==> config.mk <==
export PLATFORM = sky130hd
export DESIGN_NAME = tbird_lamp_pixel_gen
export DESIGN_NICKNAME = d
export VERILOG_FILES = /design/src/rtl/tbird_lamp_pixel_gen.sv
export SDC_FILE = /design/constraint.sdc
export NUM_CORES = 1
export LEC_CHECK = 0
export ABC_AREA = 1
export ABC_CLOCK_PERIOD_IN_PS = 2400
export BUFFER_PORTS_ARGS = -buffer_cell sky130_fd_sc_hd__buf_4
export CAP_MARGIN = 20
export CORE_UTILIZATION = 52
export DETAILED_ROUTE_END_ITERATION = 8
export GPL_ROUTABILITY_DRIVEN = 1
export PLACE_DENSITY = 0.83
export SETUP_SLACK_MARGIN = 0.4
export SLEW_MARGIN = 20
export SYNTH_ARGS = -nofsm -noshare
export SYNTH_HDL_FRONTEND = slang
export SYNTH_SLANG_ARGS = --single-unit
export TNS_END_PERCENT = 5
==> constraint.sdc <==
create_clock -name clk -period 2.4 [get_ports clk]
set_clock_uncertainty 0.15 [all_clocks]
set_input_delay 0.12 -clock clk [delete_from_list [all_inputs] [get_ports clk]]
set_output_delay 0.12 -clock clk [all_outputs]
set_load 0.1 [all_outputs]
==> src/rtl/tbird_lamp_pixel_gen.sv <==
// Thunderbird tail-lamp sequencer with a VGA pixel generator that draws the
// six lamp boxes and a centre divider inside a horizontal lamp band.
module tbird_lamp_pixel_gen #(
  parameter logic [9:0] LAMP_TOP = 10'd200,
  parameter logic [9:0] LAMP_BOT = 10'd279
) (
  input  logic       clk,
  input  logic       reset,
  input  logic       step_en,
  input  logic       left,
  input  logic       right,
  input  logic       hazard,
  input  logic [9:0] hCount,
  input  logic [9:0] vCount,
  output logic [2:0] rgb_lights,
  output logic [5:0] lamps
);

  typedef enum logic [2:0] {
    IDLE = 3'd0,
    L1   = 3'd1,
    L2   = 3'd2,
    L3   = 3'd3,
    R1   = 3'd4,
    R2   = 3'd5,
    R3   = 3'd6,
    HAZ  = 3'd7
  } state_e;

  localparam logic [2:0] RGB_RED   = 3'b100;
  localparam logic [2:0] RGB_GREEN = 3'b010;
  localparam logic [2:0] RGB_BLUE  = 3'b001;
  localparam logic [2:0] RGB_BLACK = 3'b000;

  // Switch vectors are packed {hazard, right, left}.
  logic [2:0] sw_meta_q;
  logic [2:0] sw_sync_q;
  logic       s_l_s;
  logic       s_r_s;
  logic       s_h_s;
  logic       abort_s;
  state_e     state_q;
  state_e     state_d;
  logic [5:0] lamps_q;
  logic [5:0] lamps_d;
  logic [2:0] rgb_q;
  logic [2:0] rgb_d;

  function automatic logic [5:0] lamp_decode(input state_e st);
    logic [5:0] lm;
    case (st)
      IDLE:    lm = 6'b000000;
      L1:      lm = 6'b001000;
      L2:      lm = 6'b011000;
      L3:      lm = 6'b111000;
      R1:      lm = 6'b000100;
      R2:      lm = 6'b000110;
      R3:      lm = 6'b000111;
      HAZ:     lm = 6'b111111;
      default: lm = 6'b000000;
    endcase
    return lm;
  endfunction

  function automatic logic in_span(input logic [9:0] x, input logic [9:0] lo,
                                   input logic [9:0] hi);
    return (x >= lo) && (x <= hi);
  endfunction

  function automatic logic [2:0] box_colour(input logic lit);
    return lit ? RGB_RED : RGB_BLUE;
  endfunction

  function automatic logic [2:0] pixel_colour(input logic [9:0] h, input logic [9:0] v,
                                              input logic [5:0] lm);
    logic [2:0] c;
    logic       in_band;
    in_band = in_span(v, LAMP_TOP, LAMP_BOT) && (v < 10'd480) && (h < 10'd640);
    if (!in_band) begin
      c = RGB_BLACK;
    end else if (in_span(h, 10'd16, 10'd95)) begin
      c = box_colour(lm[5]);
    end else if (in_span(h, 10'd112, 10'd191)) begin
      c = box_colour(lm[4]);
    end else if (in_span(h, 10'd208, 10'd287)) begin
      c = box_colour(lm[3]);
    end else if (in_span(h, 10'd312, 10'd327)) begin
      c = RGB_GREEN;
    end else if (in_span(h, 10'd352, 10'd431)) begin
      c = box_colour(lm[2]);
    end else if (in_span(h, 10'd448, 10'd527)) begin
      c = box_colour(lm[1]);
    end else if (in_span(h, 10'd544, 10'd623)) begin
      c = box_colour(lm[0]);
    end else begin
      c = RGB_BLACK;
    end
    return c;
  endfunction

  assign s_l_s   = sw_sync_q[0];
  assign s_r_s   = sw_sync_q[1];
  assign s_h_s   = sw_sync_q[2];
  assign abort_s = s_h_s | (s_l_s & s_r_s);

  // Two-flop synchronizers for the raw switch levels.
  always_ff @(posedge clk or negedge reset) begin
    if (!reset) begin
      sw_meta_q <= 3'b000;
      sw_sync_q <= 3'b000;
    end else begin
      sw_meta_q <= {hazard, right, left};
      sw_sync_q <= sw_meta_q;
    end
  end

  // Next-state logic; hazard or both-sides aborts any running sequence.
  always_comb begin
    state_d = state_q;
    if (step_en) begin
      case (state_q)
        IDLE: begin
          if (abort_s)    state_d = HAZ;
          else if (s_l_s) state_d = L1;
          else if (s_r_s) state_d = R1;
          else            state_d = IDLE;
        end
        L1:      state_d = abort_s ? HAZ : L2;
        L2:      state_d = abort_s ? HAZ : L3;
        L3:      state_d = abort_s ? HAZ : IDLE;
        R1:      state_d = abort_s ? HAZ : R2;
        R2:      state_d = abort_s ? HAZ : R3;
        R3:      state_d = abort_s ? HAZ : IDLE;
        HAZ:     state_d = IDLE;
        default: state_d = IDLE;
      endcase
    end else begin
      state_d = state_q;
    end
  end

  // Pixel colour uses the lamp value being registered on this same edge.
  always_comb begin
    lamps_d = lamp_decode(state_d);
    rgb_d   = pixel_colour(hCount, vCount, lamps_d);
  end

  // FSM state with registered lamp and pixel outputs.
  always_ff @(posedge clk or negedge reset) begin
    if (!reset) begin
      state_q <= IDLE;
      lamps_q <= 6'b000000;
      rgb_q   <= 3'b000;
    end else begin
      state_q <= state_d;
      lamps_q <= lamps_d;
      rgb_q   <= rgb_d;
    end
  end

  assign lamps      = lamps_q;
  assign rgb_lights = rgb_q;

endmodule

After elaboration in Yosys (flattened, before gate mapping) --
Memory sizes are Yosys's and may differ from the RTL's. Cells that the tools add are included.
Word-level totals: bits of input ports 26, memory bits (read-only) 48, output and inout bits 9, bits in registers 18, memories 1
Memories:
- (name not given) | depth 8, width 6, read ports 1, clocked after memory_dff 0, wr ports 0, line 51 | case (st)
Cells by class: reductions and logical operators 12, magnitude comparators 18, equality and inequality tests 7, bitwise operators 2, mux-type cells 24
Operators by type and width (number):
- $mux 3 | 21
- $le 10x9->1 const B | 4
- $ge 10x9->1 const B | 3
- $pmux 3 s7 | 1
- $ge 10x8->1 const B | 2
- $le 10x10->1 const B | 2
- $eq 3x3->1 const B | 4
- $ge 10x10->1 const B | 1
- $ge 10x5->1 const B | 1
- $ge 10x7->1 const B | 1
- $le 10x7->1 const B | 1
- $le 10x8->1 const B | 1
- $logic_and 1x1->1 | 10
- $lt 10x10->1 const B | 1
- $lt 10x9->1 const B | 1
- $eq 3x2->1 const B | 2
- $eq 3x1->1 const B | 1
- $logic_not 3->1 | 1
- $mux 2 | 1
- $reduce_or 2->1 | 1
- $and 1x1->1 | 1
- $mux 1 | 1
- $or 1x1->1 | 1

Longest topological paths before layout --
Gate-level depths: netlist (run 1). An unclocked memory read counts as a cell.
word-level depth 15, mapped depth 15

Worst setup path before layout (run 1) --
Ideal clock, no wire load.
path kind register -> register, start register lamps[2] (netlist name), end register rgb_q[2], in the netlist rgb_lights[2], stages on the path, launching flop included 13, buffers on the path 0, path slack 895 ps, library setup time 123 ps, arrival 1232 ps, cell sequence dfrtp_1 > nor2_1 > nand3_1 > nand2_1 > inv_1 > nand2_2 > nand2_4 > inv_2 > nand2_4 > nand3_1 > nand2_1 > o21ai_1 > a21oi_1
RTL lines:
- to (signal assigned) | line 157 | rgb_q <= rgb_d;
- to (decl) | line 46 | logic [2:0] rgb_q;

Worst setup path after layout (run 1) --
start register state_q[0], end register rgb_q[0], in the netlist rgb_lights[0]
Between the ends: elaborated cells on any way between the ends 26
RTL lines:
- from (decl) | line 42 | state_e state_q;
- from (signal assigned) | line 155 | state_q <= state_d;
- $eq 3x3->1 / $eq 3x2->1 (equally long branches) | line 121 | case (state_q)
- $reduce_or 2->1 (no source line)
- $pmux 3 s7 | line 121
- $mux 3 (*) | line 120 | if (step_en) begin
- $mem_v2 8x6 (*)
- net lamps_d[2] | line 45 | logic [5:0] lamps_d;
- $mux 3 (*) | line 71 | return lit ? RGB_RED : RGB_BLUE;
- $mux 3 (*) | line 89 | end else if (in_span(h, 10'd352, 10'd431)) begin
- $mux 3 (*) | line 87 | end else if (in_span(h, 10'd312, 10'd327)) begin
- $mux 3 (*) | line 85 | end else if (in_span(h, 10'd208, 10'd287)) begin
- $mux 3 (*) | line 83 | end else if (in_span(h, 10'd112, 10'd191)) begin
- $mux 3 (*) | line 81 | end else if (in_span(h, 10'd16, 10'd95)) begin
- $mux 3 (*) | line 79 | if (!in_band) begin
- net rgb_d[0] | line 47 | logic [2:0] rgb_d;
The timed path passes the listed nets; every way through them passes the cells marked *.

==> results of run 1 <==
[power by group through the flow]
stage | clock (mW) | sequential, mW | combinational, mW
after floorplan | 0 | 0.662 | 0.280
after global placement | 0 | 0.388 | 0.687
after detailed placement | 0 | 0.389 | 0.698
after CTS | 0.149 | 0.382 | 0.707
after global routing | 0.160 | 0.391 | 0.743
final | 0.143 | 0.382 | 0.702
[repair_timing]
action                    CTS  global route
setup buffers               0             0
hold endpoints to repair   21             0
hold buffers                5             0
[final cells by class]
class / count / area share (%)
multi-input cells: 90 / 36.3
repair buffers: 33 / 19.9
inverters: 23 / 6.79
flip-flops and latches: 17 / 32.5
well taps: 25 / 2.39
clock buffers: 3 / 1.72
clock inverters: 1 / 0.383
[flip-flops by register name, summed over array words and instances, names as in the netlist]
signal / flops
rgb_lights: 3
sw_sync_q: 3
state_q: 2
lamps: 6
sw_meta_q: 3
[through the flow]
stage | worst slack, ps | area (um2)
finish | 721 | 1310
global route | 599 | 1310
CTS | 721 | 1310
detailed placement | 743 | 1230
global placement | 789 | 1230
floorplan | 895 | 996
[layer usage]
metal / wire (um) / share of wire (%) / global-route usage, %
met1: 778 / 39 / 23.9
met2: 1090 / 55 / 39.1
met3: 84 / 4.3 / 2.78
met4: 17 / 0.86 / 8.82
met5: 0 / 0 / 0
[synthesized netlist by cell type, types with 2 or more instances]
cell type / instances / share of area (%)
a21oi_1: 3 / 1.5
dfrtp_1: 17 / 43
inv_1: 15 / 5.7
inv_2: 7 / 2.6
nand2_1: 33 / 12
nand2_2: 5 / 3.1
nand2_4: 5 / 5.7
nand3_1: 14 / 7.0
nand3_2: 2 / 2.0
nand4_1: 2 / 1.3
nor2_1: 10 / 3.8
o21ai_0: 3 / 1.5
o21ai_1: 2 / 1.0
[cells by family (layout without fill, tap and decap cells)]
logic type / count (synthesis) / in the layout / synth area share, %
DFF: 17 / 17 / 42.7
AOI/OAI and AO/OA: 14 / 14 / 8.92
and+or+nand+nor: 76 / 76 / 38.7
buffers and inverters: 24 / 60 / 9.67
[tightest hold or removal path: cells and delay by family]
| kind | cells | cell delay, ps |
|---|---|---|
| simple gates | 2 | 120 |
| buf+inv | 2 | 170 |
[final timing paths]
path	endpoint	depth (start not counted)
max	rgb_lights[0]	12
min	state_q[0]	4
max reg2reg	rgb_lights[0]	12
min reg2reg	sw_sync_q[0]	0
max in group asynchronous	sw_meta_q[0]	2
min in group asynchronous	lamps[5]	2
==> metrics, run 1 <==
GP Congestion 0.777; Clock Sink Count 17; P_int 580 uW; status complete, no violations; CTS clk-pin slew, worst paths 90 ps; worst flop-to-flop path startpoint state_q[0]; final hold viol count 0; worst-skew pair later-pin latency 280 ps; largest net degree at the start of global routing 18; die width 45.8 um; Clock power frac 11.7%; min cycle time layout 1680 ps; Port Buffers 28; DR pass1 iterations 4; share of power burned in registers 31.1%; worst-path maximum fanout 7; r2r setup slk 720 ps; Least-Margin Pin Slew 294 ps; CP arrival roughly 1700 ps; critical path's top delay family simple AND/OR/NAND/NOR gates; routed wire length roughly 2000 um; FILL cells 150; Most Frequent Cell on Critical Path nand2_1; final setup TNS 0 ps; ys flop type dfrtp_1; Max Cap Viol 0; global route overflow 0; overall via count from detail_route 951; fraction of the cycle the final worst path needs 69.9%; Req. time, crit path 2440 ps; Vias/cell 4.95; CP Class flip-flop to flip-flop; Final #Nets between 150 and 200; gr usage total between 20% and 30%; Crit. Startpoint state_q[0]; Bufs and invs on worst path 2; clk root buf clkbuf_4; #FFs+latches synth 17; Clock Tree Buf Depth 2; hpwl dp 1600 um; Slew HR 80.2%; Non-Filler Instances roughly 190; NetSw 648 uW; fin util between 70% and 80%; wire per inst between 10 and 15 um; Final Hold Slack 17.0 ps; layout cells sized above 1 32.3%; antenna cells 0; Pwr Total 1.23 mW; Comb power frac 57.2%; setup violators final 0; Core Rows 15; most frequent cells in the layout nand2_1 (33), buf_4 (28), dfrtp_1 (17); vias in the first global route 846; Initial Util ~56%; fmax approximately 0.60 GHz; power density over the cells about 940 mW/mm2; worst hold start step_en; die span in y 45.8 um; critical path's largest stage delay 450 ps; area delta synth->final 31.3%; register area 425 um2; syn_area_per_cell 7.60 um2; critical-path cell list inv_2, o21bai_1, nand2_1, nand3_2, nand2_4, nand2_2, a21oi_2, nand2_1, nand2_1, nand4_1, nand2_1, inv_1; first-pass GRT wire length 3180 um; ys async rst share 100%; Syn Std Cell Area ~1000 um2; placed insts 183; RSZ-0062 raised after global routing false; Ports 35; post-synthesis sequential area ratio 42.7%; drc violations 0; DR iter-0 viols 22; CTS tree yes; H-tree depth 1; core area around 0.0018 mm2; most common cell after layout, fill and taps aside nand2_1; CTS buffer count 3; Tightest Hold Check Type input port to flip-flop; Crit. End Element flip-flop; sw frac 52.8%; Synthesized Nets 157; Yosys cell types 26; Leak Pwr slightly above 0.7 nW; crit path launch type flip-flop; Max IR drop VDD 677 uV; antenna viol nets, final 0; synth warn 0; slowest stage cell, crit path dfrtp_1; Post-Syn Instances 131; Slew Limit Fails 0; cts repair resizes 0; initial antenna violation count 0; area of the multi-input gates 474 um2; die area 0.00209 mm2; number of synthesized flops with an enable pin 0
Note: power is estimated with default switching activity, not from simulation.
==> run 2, diff against run 1 <==
--- a/config.mk
+++ b/config.mk
@@ -6,13 +6,13 @@
 export NUM_CORES = 1
 export LEC_CHECK = 0
 export ABC_AREA = 1
-export ABC_CLOCK_PERIOD_IN_PS = 2400
+export ABC_CLOCK_PERIOD_IN_PS = 1700
 export BUFFER_PORTS_ARGS = -buffer_cell sky130_fd_sc_hd__buf_4
 export CAP_MARGIN = 20
-export CORE_UTILIZATION = 52
+export CORE_UTILIZATION = 48
 export DETAILED_ROUTE_END_ITERATION = 8
 export GPL_ROUTABILITY_DRIVEN = 1
-export PLACE_DENSITY = 0.83
+export PLACE_DENSITY = 0.77
 export SETUP_SLACK_MARGIN = 0.4
 export SLEW_MARGIN = 20
 export SYNTH_ARGS = -nofsm -noshare
==> constraint.sdc (replaced) <==
create_clock -name clk -period 1.7 [get_ports clk]
set_clock_uncertainty 0.15 [all_clocks]
set_input_delay 0.085 -clock clk [delete_from_list [all_inputs] [get_ports clk]]
set_output_delay 0.085 -clock clk [all_outputs]
set_load 0.1 [all_outputs]
==> run 2 against run 1 <==
Die area grew 8.0%. Highest routed layer unchanged. Core utilization shrank 4.9 points. The flow now finishes with violations (negative hold slack). Critical endpoint unchanged. Critical path type unchanged. Worst hold slack lost 39 ps.
==> metrics, run 2 (same netlist as run 1, synthesis figures left out) <==
status finished, violations left; failing checks negative hold slack; register area 429 um2 (+0.88%); setup violators final 0 (unchanged); drc violations 0 (unchanged); final hold viol count 1 (+1); layout cells sized above 1 36.7% (+4.4 points); wire per inst 10.1 um (-1.6%); Port Buffers 28 (unchanged); Largest register FFs 6 (unchanged); Slew Limit Fails 0 (unchanged); Leak Pwr 0.726 nW (+1.2%); FILL cells 184 (+23%); initial antenna violation count 0 (unchanged); Core Rows 16 (+1); fmax 0.614 GHz (+3.0%); hpwl dp 1610 um (+0.83%); Crit. End Element flip-flop; area of the multi-input gates 495 um2 (+4.5%); Slew HR 80.0% (-0.29 points); Final #Nets 196 (+1.0%); pre-CTS setup slack 28.2 ps (-715 ps); postcts setup bufs 0 (unchanged); area delta synth->final 36.3%; worst-path maximum fanout 7 (unchanged); Post-CTS Hold Buffers 7 (+2); Least-Margin Pin Slew 298 ps (+4.26 ps); most frequent cells in the layout nand2_1 (31), buf_4 (28), inv_1 (15); CTS tree yes; Tightest Hold Check Type input port to flip-flop; CP arrival 1670 ps (-40 ps); CP Class flip-flop to flip-flop; CTS buffer count 3 (unchanged); DR pass1 iterations 4 (unchanged); vias in the first global route 824 (-2.6%); antenna viol nets, final 0 (unchanged); crit path launch type flip-flop; RSZ-0062 raised after global routing true; critical path's top delay family simple AND/OR/NAND/NOR gates; Non-Filler Instances 196 (+2.1%); global route overflow 0 (unchanged); Clock Tree Buf Depth 2 (unchanged); largest net degree at the start of global routing 18 (unchanged); min cycle time layout 1630 ps (-49.7 ps); worst-skew pair later-pin latency 290 ps (about the same); die width 47.6 um (+3.9%); Vias/cell 4.88 (-1.4%); Initial Util 50.8% (-5.7 points); clk root buf clkbuf_4; Final Hold Slack -21.6 ps (-38.5 ps); Most Frequent Cell on Critical Path nand2_1; power density over the cells 1310 mW/mm2 (+40%); Bufs and invs on worst path 2 (unchanged); core area 0.00196 mm2 (+11%); critical path's largest stage delay 460 ps (about the same); Clock Sink Count 17 (unchanged); Ports 35 (unchanged); die area 0.00226 mm2 (+8.0%); CTS clk-pin slew, worst paths 100 ps (about the same); slowest stage cell, crit path dfrtp_2; overall via count from detail_route 957 (+0.63%); fin worst setup slack 71.1 ps (-650 ps); critical-path cell list inv_2, o21bai_1, nand2_1, nand3_2, nand2_4, nand2_4, a21oi_2, nand2_1, nand2_1, nand4_1, nand2_1, inv_1; Req. time, crit path 1750 ps (-690 ps); first-pass GRT wire length 3040 um (-4.3%); GP Congestion 0.813 (+4.6%); final setup TNS 0 ps (unchanged); Max Cap Viol 0 (unchanged); Max IR drop VDD 811 uV (+20%); H-tree depth 1 (unchanged); DR iter-0 viols 27 (+23%); antenna cells 0 (unchanged); die span in y 47.6 um (+3.9%); most common cell after layout, fill and taps aside nand2_1; gr usage total 19.1% (-2.0 points); routed wire length 1980 um (+0.41%); fin util 69.2% (-4.9 points); fraction of the cycle the final worst path needs 95.8% (+26 points); placed insts 185 (+1.1%)
[run 2: cell count changes in the layout (fill, tap and decap cells not counted), sizes merged]
cell and delta:
clkinv -1, clkinvlp +1, dlygate4sd3 +2
[run 2: timing repair]
action,4_1_cts,5_1_grt
resized for setup,6,3
hold endpoints to repair,24,1
pin swaps,0,4
setup endpoints to repair,8,8
[run 2: power breakdown]
part	leakage, nW	internal, mW	switching [mW]
registers	0.205	0.492	0.0612
clock network	0.0139	0.0894	0.124
logic	0.507	0.256	0.761
[run 2: path summary, 6_finish.rpt]
kind | start | endpoint | slack, ps | depth (start not counted)
worst max-delay path | state_q[0] | rgb_lights[0] | 70 | 12
worst min-delay path | step_en | state_q[0] | -20 | 4
worst max register to register | state_q[0] | rgb_lights[0] | 70 | 12
worst min register to register | sw_meta_q[2] | sw_sync_q[2] | 210 | 0
max in group asynchronous | reset | lamps[2] | 1180 | 2
min in group asynchronous | reset | sw_meta_q[1] | 30 | 2
[run 2: area by class of cell]
type	count	share of cell area (%)
Sequential cell	17	31.6
Timing Repair Buffer	35	20.6
Clock inverter	1	0.553
Clock buffer	3	1.66
Tap cell	27	2.49
Inverter	23	6.54
Multi-Input combinational cell	90	36.5
[run 2: per-layer routing]
layer | part of all wire (%) | wire length [um] | track usage, %
met4 | 1.6 | 31 | 10.0
met5 | 0 | 0 | 0
met1 | 40 | 788 | 19.8
met3 | 2.9 | 57 | 1.13
met2 | 56 | 1100 | 37.8
[run 2: metrics by stage]
stage / instance area [um2] / power (mW)
after floorplan: 996 / 1.33
final: 1360 / 1.78
after CTS: 1350 / 1.78
after global placement: 1230 / 1.52
after global routing: 1360 / 1.88
after detailed placement: 1230 / 1.54
[run 2: worst min-delay path, cell delays in order]
cell and delay (ps):
buf_4 110, nor2_1 50, inv_2 60, nand2_4 60
